===== src/rtl/usb_pkg.sv =====
// Shared USB definitions: transmitter state encoding, framing constants and PID codes.
package usb_pkg;

  typedef enum logic [2:0] {
    IDLE,
    SYNC,
    PID,
    DATA,
    EOP_SE0,
    EOP_J
  } tx_state_t;

  localparam logic [7:0] SYNC_BYTE    = 8'h80;
  localparam int         STUFF_LIMIT  = 6;
  localparam int         EOP_SE0_BITS = 2;

  localparam logic [3:0] OUT   = 4'b0001;
  localparam logic [3:0] IN    = 4'b1001;
  localparam logic [3:0] DATA0 = 4'b0011;
  localparam logic [3:0] DATA1 = 4'b1011;
  localparam logic [3:0] ACK   = 4'b0010;
  localparam logic [3:0] NAK   = 4'b1010;

  // Wire form of a PID: check nibble (complement) in the upper half.
  function automatic logic [7:0] pid_byte(input logic [3:0] pid);
    return {~pid, pid};
  endfunction

endpackage


===== src/rtl/tx_bit_timer.sv =====
// Bit-period timer: counts 0..CLKS_PER_BIT-1 while enabled; bit_strobe marks count 0.
module tx_bit_timer
  import usb_pkg::*;
#(
  parameter int CLKS_PER_BIT = 8
) (
  input  logic clk,
  input  logic rst,
  input  logic en,
  output logic bit_strobe
);

  localparam int CW = (CLKS_PER_BIT > 2) ? $clog2(CLKS_PER_BIT) : 1;

  logic [CW-1:0] count_q;

  always_ff @(posedge clk or posedge rst) begin
    if (rst) begin
      count_q <= '0;
    end else if (!en) begin
      count_q <= '0;
    end else if (count_q == CW'(CLKS_PER_BIT - 1)) begin
      count_q <= '0;
    end else begin
      count_q <= count_q + CW'(1);
    end
  end

  assign bit_strobe = (count_q == '0);

endmodule


===== src/rtl/usb_transmitter.sv =====
// Full-speed USB packet transmitter: SYNC, PID and FIFO payload, bit stuffed and
// NRZI encoded onto d_plus/d_minus, closed by SE0 x2 and J.
module usb_transmitter
  import usb_pkg::*;
#(
  parameter int CLKS_PER_BIT = 8,
  parameter int MAX_BYTES    = 64,
  localparam int SIZE_W      = $clog2(MAX_BYTES + 1)
) (
  input  logic              clk,
  input  logic              rst,
  input  logic              tx_start,
  input  logic [3:0]        tx_pid,
  input  logic [SIZE_W-1:0] tx_packet_size,
  input  logic [7:0]        tx_data,
  input  logic              tx_empty,
  output logic              tx_data_get,
  output logic              d_plus,
  output logic              d_minus,
  output logic              transmitting,
  output logic              tx_done,
  output logic              tx_error
);

  localparam logic [1:0] LINE_J   = 2'b10;
  localparam logic [1:0] LINE_SE0 = 2'b00;

  tx_state_t         state_q, state_d;
  logic [2:0]        idx_q, idx_d;
  logic [7:0]        shreg_q, shreg_d;
  logic [2:0]        ones_q, ones_d;
  logic [SIZE_W-1:0] remaining_q, remaining_d;
  logic [3:0]        pid_q, pid_d;
  logic              nrzi_q, nrzi_d;
  logic [1:0]        line_q, line_d;
  logic              error_q, error_d;
  logic              done_q, done_d;

  logic       bit_strobe;
  logic       pop;
  logic       send;
  logic       raw;
  logic       load;
  logic [7:0] load_val;

  // Enabled by the next state so the accept edge already starts the first bit period.
  tx_bit_timer #(
    .CLKS_PER_BIT(CLKS_PER_BIT)
  ) u_bit_timer (
    .clk       (clk),
    .rst       (rst),
    .en        (state_d != IDLE),
    .bit_strobe(bit_strobe)
  );

  // NOTE: sequential state uses non-blocking assignments so every register samples
  // pre-edge values, independent of process evaluation order.
  always_ff @(posedge clk or posedge rst) begin
    if (rst) begin
      state_q     <= IDLE;
      idx_q       <= '0;
      shreg_q     <= '0;
      ones_q      <= '0;
      remaining_q <= '0;
      pid_q       <= '0;
      nrzi_q      <= 1'b1;
      line_q      <= LINE_J;
      error_q     <= 1'b0;
      done_q      <= 1'b0;
    end else begin
      state_q     <= state_d;
      idx_q       <= idx_d;
      shreg_q     <= shreg_d;
      ones_q      <= ones_d;
      remaining_q <= remaining_d;
      pid_q       <= pid_d;
      nrzi_q      <= nrzi_d;
      line_q      <= line_d;
      error_q     <= error_d;
      done_q      <= done_d;
    end
  end

  // NOTE: every variable written here is given a default first, so no path leaves
  // one unassigned and no latch is inferred.
  always_comb begin
    state_d     = state_q;
    idx_d       = idx_q;
    shreg_d     = shreg_q;
    ones_d      = ones_q;
    remaining_d = remaining_q;
    pid_d       = pid_q;
    nrzi_d      = nrzi_q;
    line_d      = line_q;
    error_d     = error_q;
    done_d      = 1'b0;
    pop         = 1'b0;
    send        = 1'b0;
    raw         = 1'b0;
    load        = 1'b0;
    load_val    = '0;

    case (state_q)
      IDLE: begin
        if (tx_start) begin
          state_d     = SYNC;
          pid_d       = tx_pid;
          remaining_d = tx_packet_size;
          error_d     = 1'b0;
          load        = 1'b1;
          load_val    = SYNC_BYTE;
        end
      end

      SYNC, PID, DATA: begin
        if (bit_strobe) begin
          // A due stuff bit takes priority and leaves the byte position untouched.
          if (ones_q == 3'(STUFF_LIMIT)) begin
            send = 1'b1;
          end else if (idx_q != 3'd7) begin
            idx_d   = idx_q + 3'd1;
            shreg_d = shreg_q >> 1;
            send    = 1'b1;
            raw     = shreg_q[1];
          end else if (state_q == SYNC) begin
            state_d  = PID;
            load     = 1'b1;
            load_val = pid_byte(pid_q);
          end else if (remaining_q == '0) begin
            state_d = EOP_SE0;
            idx_d   = '0;
            line_d  = LINE_SE0;
          end else if (tx_empty) begin
            error_d = 1'b1;
            state_d = EOP_SE0;
            idx_d   = '0;
            line_d  = LINE_SE0;
          end else begin
            state_d     = DATA;
            pop         = 1'b1;
            remaining_d = remaining_q - SIZE_W'(1);
            load        = 1'b1;
            load_val    = tx_data;
          end
        end
      end

      EOP_SE0: begin
        if (bit_strobe) begin
          if (idx_q == 3'(EOP_SE0_BITS - 1)) begin
            state_d = EOP_J;
            line_d  = LINE_J;
            nrzi_d  = 1'b1;
          end else begin
            idx_d = idx_q + 3'd1;
          end
        end
      end

      EOP_J: begin
        if (bit_strobe) begin
          state_d = IDLE;
          done_d  = 1'b1;
        end
      end

      default: state_d = IDLE;
    endcase

    if (load) begin
      shreg_d = load_val;
      idx_d   = '0;
      send    = 1'b1;
      raw     = load_val[0];
    end

    // NRZI: a raw 0 toggles the line, a raw 1 holds it.
    if (send) begin
      nrzi_d = raw ? nrzi_q : ~nrzi_q;
      ones_d = raw ? ones_q + 3'd1 : 3'd0;
      line_d = {nrzi_d, ~nrzi_d};
    end
  end

  assign tx_data_get  = pop;
  assign d_plus       = line_q[1];
  assign d_minus      = line_q[0];
  assign transmitting = (state_q != IDLE);
  assign tx_done      = done_q;
  assign tx_error     = error_q;

endmodule


===== config.mk =====
export PLATFORM = sky130hd
export DESIGN_NAME = usb_transmitter
export DESIGN_NICKNAME = d
export VERILOG_FILES = /design/src/rtl/usb_pkg.sv /design/src/rtl/tx_bit_timer.sv /design/src/rtl/usb_transmitter.sv
export SDC_FILE = /design/constraint.sdc
export NUM_CORES = 1
export LEC_CHECK = 0
export CAP_MARGIN = 20
export CORE_AREA = 8 8 82 98
export CTS_BUF_LIST = sky130_fd_sc_hd__clkbuf_4
export DETAILED_ROUTE_END_ITERATION = 6
export DIE_AREA = 0 0 90 106
export PLACE_DENSITY = 0.63
export SLEW_MARGIN = 20
export SYNTH_ARGS = -nofsm -noshare
export SYNTH_HDL_FRONTEND = slang
export SYNTH_SLANG_ARGS = --single-unit

===== constraint.sdc =====
create_clock -name clk -period 2.95 [get_ports clk]
set_input_delay 0.295 -clock clk [delete_from_list [all_inputs] [get_ports clk]]
set_output_delay 0.295 -clock clk [all_outputs]
set_load 0.02 [all_outputs]

==> flow_metrics.py <==
metrics = {
    "power_and_ir_drop": {
        "pwr-share-seq_pct": 41.7,
        "ir_drop_mv": 0.2760,
        "p_int_uw": 1164,
        "p_clk_share_pct": 14.2,
        "sw_frac_of_total_pct": 40.23,
        "power_density_mw_per_mm2": 772.3,
        "power_switching_uw": 783.7,
        "cellLeakagePower_uw": 0.001050,
        "comb_power_share_pct": 44.1,
    },
    "critical_path": {
        "rr_worst_depth": 9,
        "max_stage_delay_ns": 0.50,
        "endpoint_kind": "output pin",
        "critPathArrivalTime_ns": 2.39,
        "cpMostUsedCell": "ha_1",
        "worstPathMaxFanout": 5,
        "crit_chain": "ha_1 > ha_1 > a21boi_2 > nand3_1 > or3_2 > inv_1 > dlygate4sd2_1",
        "r2r-start": "idx_q[0]",
        "worstSetupStartpointType": "flop",
        "reg2reg_slack_ns": 0.57,
        "worstReg2RegEnd": "line_q[0]",
        "critPathKind": "reg -> out",
        "cp_slowest_cell": "or3_2",
        "critPathRequiredTime_ns": 2.65,
    },
    "sta": {
        "setup_tns_ns": 0,
        "period_share_pct": 91.16,
        "max_slew_margin_pct": 59.96,
        "fin_hold_ws_ns": 0.3411,
        "fin_crit_ns": 2.689,
        "drv_slew": 0,
        "worst_slack_ns": 0.2606,
        "worst_pin_slew_ns": 0.6006,
        "hold_viol": 0,
        "rsz0062_at_grt": "no",
        "clock_skew_ns": 0.01158,
        "setup_viol": 0,
        "max_clock_freq_mhz": 371.8,
    },
    "global_routing": {
        "overflow": 0,
        "grt_antenna_before_repair": 0,
        "grt_pass1_wl_um": 8914,
        "track_usage_pct": 11.14,
        "grt_max_degree": 36,
        "grt_pass1_vias": 1817,
    },
    "clocking": {
        "cts_tree": "done",
        "cts_buffer_depth": 2,
        "clk_pin_slew_ns": 0.11,
        "clock_latency_ns": 0.34,
        "cts_resized": 1,
        "cts.sinks": 35,
        "post_cts_buffers": 0,
        "htreeDepth": 2,
        "root_buffer": "clkbuf_4",
        "cts_hold_buf": 0,
        "cts_inserted_buffers": 5,
    },
    "route": {
        "vias": 1780,
        "finalWirelength_um": 5085,
        "drc_errors": 0,
        "first_pass_iters": 4,
        "vias_per_cell": 5.145,
        "antenna_left": 0,
        "drtIter0Drc": 149,
        "route.detailed.wl_per_inst_um": 14.70,
    },
    "finish": {
        "areaGrowthSynthToFinish_pct": 22.18,
        "drive_above_1_share_pct": 13.51,
        "instances_no_fill": 346,
        "nNetsFinal": 290,
        "fin_area_sq_mm": 0.002522,
        "num_antenna_cells": 0,
    },
    "logic_synthesis": {
        "synth_flop_cell": "dfrtp_1",
        "synth_area_leaders": "dfrtp_1, ha_1, a21oi_1, o21ai_0, nand2_1",
        "syn_inst": 226,
        "async_reset_ff_share_pct": 100.0,
        "ys_seq_area_share_pct": 42.55,
        "ys_types": 50,
        "syn-cell-area_sq_mm": 0.002064,
        "synth_top_area_share_pct": 40.00,
        "syn_area_per_cell_sq_um": 9.135,
        "synth_seq_cells": 35,
        "syn_nets": 258,
        "synth_edf_count": 0,
        "yosys_warnings": 0,
        "synth_area_leader_cell": "dfrtp_1",
    },
    "outcome": {
        "status": "finished, final reports clean",
    },
    "placement": {
        "pre_cts_slack_ns": 0.3685,
        "dp_hpwl_um": 3813,
        "placed_cell_area_sq_mm": 0.002466,
        "gp_congestion": 0.8675,
        "post-place-cells": 338,
        "portBuffers": 28,
    },
    "floorplanning": {
        "coreArea_sq_mm": 0.006606,
        "row_count": 33,
        "initial_core_util_pct": 31.25,
        "die_width_um": 90,
        "die_height_um": 106,
        "dieArea_sq_mm": 0.009540,
        "boundaryPins": 29,
    },
    "run": {
        "maxCapViolCount": 0,
    },
    "hold_path": {
        "holdCritPathClass": "in -> async",
    },
}
cells in the mapped netlist, drive strengths merged (3+ instances only):
master / number
o21ai: 20
nand2b: 5
dfrtp: 33
clkbuf: 8
and2: 3
o22ai: 3
or3: 3
inv: 12
ha: 9
nand3: 13
nor3b: 3
mux2: 5
nor3: 7
a31oi: 6
nor2: 18
o21a: 3
mux2i: 3
nand2: 18
a21oi: 20
nor2b: 6
cells in the final DEF, fill, tap and decap left out, types with 7 or more instances in the layout:
master           count
a21oi_1             20
dfrtp_1             33
buf_4                7
clkbuf_4             7
nand3_1             12
o21ai_0             19
nand2_1             18
inv_1               12
ha_1                 9
clkdlybuf4s50_1     27
nor2_1              18
through the flow:
stage / total power, uW / utilization, %
2_1_floorplan: 1430 / -
3_3_place_gp: 1670 / 37.33
3_5_place_dp: 1689 / 37.33
4_1_cts: 1971 / 38.18
5_1_grt: 2122 / 38.18
6_report: 1948 / 38.18
kinds of logic (layout without fill, tap and decap cells):
group | Yosys count | in the layout | synth area share (%)
AOI/OAI and AO/OA | 72 | 72 | 23.39
xor gates and xnor gates | 1 | 1 | 0.4243
adders and majority gates | 9 | 9 | 5.455
buffers and inverters | 22 | 55 | 4.121
DFF | 35 | 35 | 42.55
muxes | 8 | 8 | 4.363
and+or+nand+nor | 79 | 79 | 19.70
area by class of cell:
class                      count  area [sq um]
clock buffer                   7         52.55
fill                         684          4084
timing repair buffer          35         331.6
sequential                    35         878.3
clock inverter                 1         5.005
inverter                      12         45.04
multi-input combinational    169          1101
tap                           87         108.9
power by group through the flow:
stage / Combinational [uW] / Clock, uW / Sequential, uW
2_1_floorplan: 643 / 0 / 786
3_3_place_gp: 855 / 0 / 815
3_5_place_dp: 866 / 0 / 823
4_1_cts: 870 / 288 / 813
5_1_grt: 971 / 306 / 845
6_report: 858 / 276 / 813
critical path, delay by kind of cell, from the launching register on:
kind,cells,cell delay [ns]
compound gates,1,0.21
fa+ha+maj,2,0.40
buf+inv,2,0.43
flops,1,0.41
simple gates,2,0.61
state kept, by name, indices dropped and copies added (netlist names), 2 cells and up:
signal	flops
state_q	3
pid_q	4
ones_q	3
idx_q	3
u_bit_timer.count_q	3
shreg_q	7
line_q	2
remaining_q	7
metal layers:
metal / wire [um] / GRT usage (%) / up-vias / part of all wire, %
li1: - / - / 877 / -
met1: 2356 / 14.14 / 853 / 46
met2: 2430 / 18.02 / 41 / 48
met3: 209 / 3.101 / 9 / 4.1
met4: 89 / 3.337 / 0 / 1.8
met5: 0 / 0 / - / 0
how the worst max path moves through the flow:
stage              from             end  slack, ns  cells past startpoint
6_report       idx_q[0]     tx_data_get       0.26                      7
5_1_grt        idx_q[0]     tx_data_get        0.1                      7
4_1_cts        idx_q[0]     tx_data_get       0.24                      7
3_5_place_dp   idx_q[0]     tx_data_get       0.37                      7
3_3_place_gp   idx_q[0]     tx_data_get       0.43                      7
2_1_floorplan  idx_q[0]  remaining_q[1]       0.78                      8
No activity file was read; power rests on OpenSTA's default activity.
